==> src/rtl/thermistor_adc_sampler_pkg.sv <==
// Shared constants and state encodings for the thermistor ADC sampler and
// the regulator-side logic that consumes its live temperature code.
package thermistor_adc_sampler_pkg;

    localparam int unsigned FRAME_SCLKS     = 16;
    localparam int unsigned DATA_FIRST_EDGE = 4;
    localparam int unsigned DATA_BITS       = 12;
    localparam logic [7:0]  TEMP_FAULT_CODE = 8'hFF;

    typedef enum logic [2:0] {
        StIdle,
        StCsSetup,
        StShift,
        StCsHold,
        StAccum
    } adc_state_e;

    // SCLK rising edges are numbered from 1; edges 4..15 carry D11..D0.
    function automatic logic is_data_edge(input int unsigned edge_num);
        return (edge_num >= DATA_FIRST_EDGE) && (edge_num < DATA_FIRST_EDGE + DATA_BITS);
    endfunction

endpackage

==> src/rtl/thermistor_adc_sampler_spi_adc_rx.sv <==
// Read-only SPI receiver for an MCP3201-class ADC: drives CS_n/SCLK for one
// 16-clock frame per start pulse and returns the 12-bit conversion with done_o.
module thermistor_adc_sampler_spi_adc_rx
    import thermistor_adc_sampler_pkg::*;
#(
    parameter int unsigned CLK_DIV = 25
) (
    input  logic                 clk_i,
    input  logic                 rst_ni,
    input  logic                 start_i,
    input  logic                 miso_i,
    output logic                 cs_n_o,
    output logic                 sclk_o,
    output logic                 idle_o,
    output logic                 done_o,
    output logic [DATA_BITS-1:0] data_o
);

    localparam int unsigned DivW  = $clog2(CLK_DIV);
    localparam int unsigned SclkW = $clog2(FRAME_SCLKS);

    adc_state_e           state_q;
    logic [DivW-1:0]      div_q;
    logic [SclkW-1:0]     sclk_cnt_q;
    logic                 cs_n_q;
    logic                 sclk_q;
    logic                 done_q;
    logic [DATA_BITS-1:0] shreg_q;
    logic                 div_last;

    assign div_last = (div_q == DivW'(CLK_DIV - 1));

    always_ff @(posedge clk_i or negedge rst_ni) begin
        if (!rst_ni) begin
            state_q    <= StIdle;
            div_q      <= '0;
            sclk_cnt_q <= '0;
            cs_n_q     <= 1'b1;
            sclk_q     <= 1'b0;
            done_q     <= 1'b0;
            shreg_q    <= '0;
        end else begin
            done_q <= 1'b0;
            unique case (state_q)
                StIdle: begin
                    if (start_i) begin
                        state_q <= StCsSetup;
                        cs_n_q  <= 1'b0;
                        div_q   <= '0;
                    end
                end
                StCsSetup: begin
                    if (div_last) begin
                        div_q      <= '0;
                        sclk_cnt_q <= '0;
                        state_q    <= StShift;
                    end else begin
                        div_q <= div_q + 1'b1;
                    end
                end
                StShift: begin
                    if (div_last) begin
                        div_q <= '0;
                        if (!sclk_q) begin
                            sclk_q <= 1'b1;
                        end else begin
                            // Last clock of the high phase: sample, then drop SCLK.
                            sclk_q <= 1'b0;
                            if (is_data_edge(32'(sclk_cnt_q) + 32'd1)) begin
                                shreg_q <= {shreg_q[DATA_BITS-2:0], miso_i};
                            end
                            if (sclk_cnt_q == SclkW'(FRAME_SCLKS - 1)) begin
                                cs_n_q  <= 1'b1;
                                state_q <= StCsHold;
                            end else begin
                                sclk_cnt_q <= sclk_cnt_q + 1'b1;
                            end
                        end
                    end else begin
                        div_q <= div_q + 1'b1;
                    end
                end
                StCsHold: begin
                    if (div_last) begin
                        div_q   <= '0;
                        done_q  <= 1'b1;
                        state_q <= StIdle;
                    end else begin
                        div_q <= div_q + 1'b1;
                    end
                end
                default: state_q <= StIdle;
            endcase
        end
    end

    assign cs_n_o = cs_n_q;
    assign sclk_o = sclk_q;
    assign idle_o = (state_q == StIdle);
    assign done_o = done_q;
    assign data_o = shreg_q;

endmodule

==> src/rtl/thermistor_adc_sampler.sv <==
// Periodic thermistor sampler: starts an ADC frame every SAMPLE_PERIOD clocks,
// averages 2**AVG_LOG2 conversions and publishes a fault-guarded 8-bit code.
module thermistor_adc_sampler
    import thermistor_adc_sampler_pkg::*;
#(
    parameter int unsigned CLK_DIV       = 25,
    parameter int unsigned SAMPLE_PERIOD = 50000,
    parameter int unsigned AVG_LOG2      = 3,
    parameter logic [11:0] FAULT_LO      = 12'd16,
    parameter logic [11:0] FAULT_HI      = 12'd4080
) (
    input  logic        i_Clock50MHz,
    input  logic        i_Reset_n,
    input  logic        i_Enable,
    output logic        o_Adc_Cs_n,
    output logic        o_Adc_Sclk,
    input  logic        i_Adc_Miso,
    output logic [7:0]  o_Live,
    output logic        o_Live_Valid,
    output logic [11:0] o_Raw,
    output logic        o_Sensor_Fault
);

    localparam int unsigned TimerW = $clog2(SAMPLE_PERIOD);
    localparam int unsigned AccW   = DATA_BITS + AVG_LOG2;
    localparam int unsigned CntW   = AVG_LOG2 + 1;

    logic [TimerW-1:0]    timer_q;
    logic                 tick;
    logic                 rx_start;
    logic                 rx_idle;
    logic                 rx_done;
    logic [DATA_BITS-1:0] rx_data;
    logic [AccW-1:0]      acc_q, acc_d, sum;
    logic [CntW-1:0]      cnt_q, cnt_d, cnt_inc;
    logic [DATA_BITS-1:0] avg;
    logic                 avg_fault;
    logic                 publish;
    logic [7:0]           live_q;
    logic                 valid_q;
    logic [11:0]          raw_q;
    logic                 fault_q;

    assign tick = (timer_q == TimerW'(SAMPLE_PERIOD - 1));
    // rx_done marks the accumulate cycle; a tick landing there is dropped.
    assign rx_start = tick && i_Enable && rx_idle && !rx_done;

    thermistor_adc_sampler_spi_adc_rx #(
        .CLK_DIV(CLK_DIV)
    ) u_rx (
        .clk_i  (i_Clock50MHz),
        .rst_ni (i_Reset_n),
        .start_i(rx_start),
        .miso_i (i_Adc_Miso),
        .cs_n_o (o_Adc_Cs_n),
        .sclk_o (o_Adc_Sclk),
        .idle_o (rx_idle),
        .done_o (rx_done),
        .data_o (rx_data)
    );

    always_comb begin
        sum       = acc_q + AccW'(rx_data);
        cnt_inc   = cnt_q + 1'b1;
        avg       = DATA_BITS'(sum >> AVG_LOG2);
        avg_fault = (avg < FAULT_LO) || (avg > FAULT_HI);
        acc_d     = acc_q;
        cnt_d     = cnt_q;
        publish   = 1'b0;
        if (rx_done) begin
            if (cnt_inc == CntW'(1 << AVG_LOG2)) begin
                acc_d   = '0;
                cnt_d   = '0;
                publish = 1'b1;
            end else begin
                acc_d = sum;
                cnt_d = cnt_inc;
            end
        end
    end

    always_ff @(posedge i_Clock50MHz or negedge i_Reset_n) begin
        if (!i_Reset_n) begin
            timer_q <= '0;
            acc_q   <= '0;
            cnt_q   <= '0;
            valid_q <= 1'b0;
            raw_q   <= '0;
            fault_q <= 1'b0;
            live_q  <= TEMP_FAULT_CODE;
        end else begin
            timer_q <= tick ? '0 : timer_q + 1'b1;
            acc_q   <= acc_d;
            cnt_q   <= cnt_d;
            valid_q <= publish;
            if (publish) begin
                raw_q   <= avg;
                fault_q <= avg_fault;
                live_q  <= avg_fault ? TEMP_FAULT_CODE : avg[DATA_BITS-1 -: 8];
            end
        end
    end

    assign o_Live         = live_q;
    assign o_Live_Valid   = valid_q;
    assign o_Raw          = raw_q;
    assign o_Sensor_Fault = fault_q;

endmodule

==> config.mk <==
export PLATFORM = sky130hd
export DESIGN_NAME = thermistor_adc_sampler
export DESIGN_NICKNAME = d
export VERILOG_FILES = /design/src/rtl/thermistor_adc_sampler_pkg.sv /design/src/rtl/thermistor_adc_sampler_spi_adc_rx.sv /design/src/rtl/thermistor_adc_sampler.sv
export SDC_FILE = /design/constraint.sdc
export NUM_CORES = 1
export LEC_CHECK = 0
export CAP_MARGIN = 30
export CORE_MARGIN = 4
export CORE_UTILIZATION = 60
export CTS_CLUSTER_DIAMETER = 80
export DETAILED_ROUTE_END_ITERATION = 6
export HOLD_SLACK_MARGIN = 0.02
export PLACE_DENSITY = 0.78
export SYNTH_ARGS = -nofsm -noshare
export SYNTH_HDL_FRONTEND = slang
export SYNTH_HIERARCHICAL = 1
export SYNTH_SLANG_ARGS = --single-unit
export TNS_END_PERCENT = 5
==> constraint.sdc <==
create_clock -name i_Clock50MHz -period 3.4 [get_ports i_Clock50MHz]
set_input_delay 0.68 -clock i_Clock50MHz [delete_from_list [all_inputs] [get_ports i_Clock50MHz]]
set_output_delay 0.68 -clock i_Clock50MHz [all_outputs]
set_load 0.005 [all_outputs]
; ---- After elaboration in Yosys (flattened, before gate mapping)
; Index checks and enable logic that the tools add are counted.
[word_totals]
inputBits = 4
output_inout_bits = 24
reg_bits = 84
word_cells = 84
[op_classes]
addsub = 6
n_reduce_logical = 17
n_lt_le_gt_ge = 4
n_eq_ne = 14
n_mux = 29
[ops]
columns = operator, count
row1 = 32-bit by 3-bit greater-or-equal comparator with 1-bit output (second input constant), 1
row2 = 32-bit by 5-bit < comparator with 1-bit output (second input constant), 1
row3 = 4-bit 2-to-1 mux, 5
row4 = 3-bit 2-to-1 mux, 6
row5 = 16-bit by 1-bit adder with 16-bit output (second input constant), 1
row6 = 16-bit == test (second input constant), 1
row7 = 16-bit 2-to-1 mux, 1
row8 = 15-bit by 12-bit adder with 15-bit output, 1
row9 = 15-bit 2-to-1 mux, 1
row10 = 12-bit > comparator (second input constant), 1
row11 = 12-bit by 5-bit < comparator with 1-bit output (second input constant), 1
row12 = 3-bit one-hot mux with 4 select lines, 1
row13 = 5-bit 2-to-1 mux, 2
row14 = 2-bit by 1-bit != test with 1-bit output (second input constant), 5
row15 = 5-bit one-hot mux with 2 select lines, 1
row16 = 5-bit AND reduction, 2
row17 = 1-bit 2-to-1 mux, 9
row18 = 4-bit by 1-bit adder with 4-bit output (second input constant), 2
row19 = 4-bit == test (second input constant), 2
row20 = 8-bit 2-to-1 mux, 1
row21 = 4-bit one-hot mux with 2 select lines, 1
row22 = 3-bit by 2-bit == test with 1-bit output (second input constant), 2
row23 = 6-bit AND reduction, 1
row24 = 2-bit nonzero test, 3
row25 = 13 further kinds, 18

; ---- Logic depth before layout (Yosys ltp)
[logic_depth]
ltp_word = 6
depth_mapped = 11
mapped_depth_nobuf = 10

; ---- Cells and area by module
; The synthesis kept the hierarchy.
[modules_own_cells]
columns = module, instances, area_each_um2, cells_per_inst, seq_area_each_um2
row1 = thermistor_adc_sampler, 1, 3276.9, 345, 1436.4
row2 = thermistor_adc_sampler_spi_adc_rx, 1, 1380.1, 115, 651.9

; ---- Worst setup path before layout
; OpenSTA, ideal clock, no wires.
[synth_timing]
kind = flip-flop to flip-flop
start = register u_rx.shreg_q[0] (netlist: u_rx/data_o[0])
end = register live_q[4] (netlist: o_Live[4])
synth_period_minus_slack_ns = 2.966
setup_ns = 0.074
t_required_ns = 3.326
path_slack_ns = 0.434
stages_incl_launch_ff = 12
t_arrival_ns = 2.892
n_path_buf = 1
cell_sequence = dfrtp_1 > ha_1 > inv_1 > fa_1 > and2b_1 > o31ai_1 > a211oi_1 > o211ai_1 > or4_1 > or4_1 > buf_6 > nand4_1
[synth_via]
elab_chain_len = 4
elab_cells_between_ends = 5
classes_between = 1 x add/sub / 2 x order compare / 1 x mux / 1 x reduce/logical
[synth_lines]
columns = item, line
row1 = start: declaration, thermistor_adc_sampler_spi_adc_rx.sv:28  ; logic [DATA_BITS-1:0] shreg_q;
row2 = start signal: assignment, thermistor_adc_sampler_spi_adc_rx.sv:70  ; shreg_q <= {shreg_q[DATA_BITS-2:0], miso_i};
row3 = 15-bit by 12-bit adder with 15-bit output (*), thermistor_adc_sampler.sv:63  ; sum = acc_q + AccW'(rx_data);
row4 = 12-bit by 5-bit < comparator with 1-bit output or 12-bit > comparator (tied branches), thermistor_adc_sampler.sv:66  ; avg_fault = (avg < FAULT_LO) || (avg > FAULT_HI);
row5 = 1-bit logical OR, thermistor_adc_sampler.sv:66
row6 = 8-bit 2-to-1 mux (*), thermistor_adc_sampler.sv:99  ; live_q <= avg_fault ? TEMP_FAULT_CODE : avg[DATA_BITS-1 -: 8];
row7 = end signal: assignment, thermistor_adc_sampler.sv:99
row8 = end: declaration, thermistor_adc_sampler.sv:39  ; logic [7:0] live_q;
; Every way passes the cells marked *; elsewhere a longest branch is shown, timed or not.
; A chain may end at the register's enable or synchronous reset.

; ---- Worst setup path after layout
[layout_timing]
start = register u_rx.shreg_q[0] (netlist: u_rx/data_o[0])
end = register live_q[7] (netlist: o_Live[7])
; The elaborated chain is that of the path after synthesis.

==> impl_metrics.json <==
{
  "cts.hold.buffers_added": 0,
  "die-height_um": 96.1,
  "fin_hold_ws_ns": 0.146,
  "most_common_cell_after_layout_fill_and_taps_aside": "dfrtp_1",
  "die-width_um": 96.1,
  "dpl.hpwl_mm": 6.88,
  "mostFrequentLayoutCells": "dfrtp_1 (74), nand2_1 (48), nor2_1 (37)",
  "first_global_vias": 3453,
  "timing.hold.worst.class": "in -> async",
  "maximum_number_of_pins_on_one_net_before_global_route_repair": 75,
  "slew_headroom_pct": 51.3,
  "antenna_found_initial": 0,
  "fin_util_pct": 70.5,
  "final.setup.worst_slack_ns": 0.247,
  "layout_worst_path_cycle_share_pct": 92.7,
  "post_synth_inst_count": 460,
  "worstPathMaxFanout": 9,
  "dominant_combinational_cell_family_by_area_after_synthesis": "simple AND/OR/NAND/NOR gates",
  "synth.yosys.seq_area_share_pct": 44.8,
  "grt_pass1_wl_mm": 16.2,
  "cellLeakagePower_nw": 2.50,
  "routed-via-count": 3502,
  "synthDistinctLibCells": 71,
  "skew_ns": 0.00990,
  "post_synth_fa_ha_maj_area_fraction_pct": 6.88,
  "tritoncts_num_sinks": 83,
  "netlist_area_sq_mm": 0.00466,
  "worst-setup-path-type": "reg -> reg",
  "total_global_routing_overflow": 0,
  "vias_per_cell": 5.88,
  "worst_setup_slack_post_dpl_ns": 0.159,
  "globalRouteTotalUtil_pct": 22.6,
  "maximum_count_of_clock_buffers_along_a_single_path": 2,
  "power_density_mw_per_mm2": 317,
  "grt_setup_unrepaired": "no",
  "final.min_clock_period_ns": 3.15,
  "htree_num_levels": 3,
  "setup.worst_path.start_class": "register",
  "stdcell_count": 596,
  "clockRootBuffer": "clkbuf_8",
  "crit_arrival_ns": 3.42,
  "route.detailed.drc": 0,
  "core_sq_mm": 0.00741,
  "clkSlewWorstSetupHoldPaths_ns": 0.08,
  "num-nets-final": 521,
  "outcome": "finished, final reports clean",
  "tightestPinTransition_ns": 0.724,
  "finalWeightedCongestion": 0.947,
  "antenna_cells": 0,
  "core.rowCount": 31,
  "detailedRoute.firstPassIterationCount": 4,
  "routed_wl_mm": 9.31,
  "postSynthNetCount": 489,
  "ioPinCount": 28,
  "post_synth_xor_area_fraction_pct": 4.33,
  "postSynth.asyncResetShare_pct": 100,
  "vdd.ir_drop.worst_mv": 0.190,
  "yosysWarningCount": 6,
  "synth-compound-area-share_pct": 16.3,
  "clock.fmax_mhz": 317,
  "cts_made_buffers": 9,
  "synth_top_flop_cell": "dfrtp_1",
  "setup_total_negative_slack_ns": 0,
  "starting_density_of_the_core_pct": 62.9,
  "fp.dieArea_sq_mm": 0.00924,
  "report.final.setup_viol": 0,
  "clock_latency_ns": 0.35,
  "detail-route-antenna-nets": 0,
  "drtIter0Drc": 210,
  "synth-simple-area-share_pct": 18.8,
  "number_of_enable_type_register_cells_in_the_synthesized_netlist": 0,
  "end_kind": "register",
  "post-place-cells": 580,
  "share_of_synthesized_area_spent_on_multiplexers_pct": 5.35,
  "layout-drive-gt1-share_pct": 14.1,
  "tritoncts": "done",
  "cap_viol_max_count": 0,
  "endpoints_failing_hold": 0,
  "layout-area-overhead-vs-synth_pct": 12.2,
  "synth.ff_latch_count": 83,
  "slew_violations": 0,
  "io_buffer_count": 27,
  "syn-mean-instance-area_sq_um": 10.1,
  "wl_per_cell_um": 15.6,
  "critical_path_required_ns": 3.67
}
## registers in the layout (all words and copies together), names as in the netlist
register	flops
timer_q	16
u_rx/state_q	2
acc_q	15
cnt_q	4
o_Live	8
u_rx/cs_n_o	1
u_rx/sclk_o	1
o_Live_Valid	1
u_rx/sclk_cnt_q	4
o_Raw	12
o_Sensor_Fault	1
u_rx/div_q	5
u_rx/done_o	1
u_rx/data_o	12
## critical path, cell delays in order, from the launching register on
cell	delay (ns)
dfrtp_1	0.38
ha_1	0.26
inv_1	0.08
fa_1	0.37
and2b_1	0.26
o31ai_1	0.12
a211oi_1	0.31
o211ai_1	0.16
or4_1	0.53
or4_4	0.51
o211ai_2	0.10
## per-stage QoR
| stage | power [mW] | area [sq um] |
|---|---|---|
| after global placement | 1.03 | 5010 |
| after CTS | 1.68 | 5220 |
| after global routing | 1.73 | 5230 |
| after floorplan | 1.01 | 4660 |
| final | 1.66 | 5230 |
| after detailed placement | 1.03 | 5040 |
## routing by layer
layer | vias to the layer above | global-route usage [%] | wire (um)
met2 | 55 | 35.8 | 4380
met1 | 1706 | 31.0 | 4390
met3 | 16 | 3.83 | 341
li1 | 1725 | - | -
met4 | 0 | 8.65 | 193
met5 | - | 0 | 0
## layout make-up
class	instances	area (sq um)
multi-input cells	344	2410
inverters	18	67.6
repair buffers	36	355
well taps	99	124
clock inverters	4	25.0
clock buffers	12	155
fillers	560	2180
flip-flops and latches	83	2090
## logic make-up after synthesis
family,Yosys count
and+or+nand+nor,173
buffers and inverters,33
AOI/OAI and AO/OA,104
muxes,19
DFF,83
adders and majority gates,25
xor gates and xnor gates,23
## power breakdown
part,internal (mW),switching [mW],total (mW)
Combinational,0.00609,0.0187,0.0248
Sequential,0.987,0,0.987
Clock,0.303,0.344,0.647
## synthesized netlist by cell type, types with 10 or more instances
library cell  count  area [sq um]
inv_1            18          67.6
nor2_1           37           139
a21oi_1          15          75.1
dfrtp_1          74          1850
nand2_1          48           180
nand3_1          26           130
ha_1             24           300
mux2_4           10           150
nor3_1           13          65.1
xnor2_1          16           140
o21ai_0          26           130
a21o_1           10          75.1
## path summary, 6_finish.rpt
path,startpoint,end,slack [ns],cells past startpoint
min reg2reg,timer_q[0],timer_q[0],0.47,1
min,i_Reset_n,timer_q[7],0.15,1
max reg2reg,u_rx/data_o[0],o_Live[7],0.25,10
max in group asynchronous,i_Reset_n,o_Live[6],2.62,2
max,u_rx/data_o[0],o_Live[7],0.25,10
min in group i_Clock50MHz,timer_q[0],timer_q[0],0.47,1
## repair_timing
action / CTS / global route
resized for setup: 0 / 1
endpoints found under the setup margin: 0 / 9
buffers inserted: 0 / 0
No activity file was read; power rests on OpenSTA's default activity.
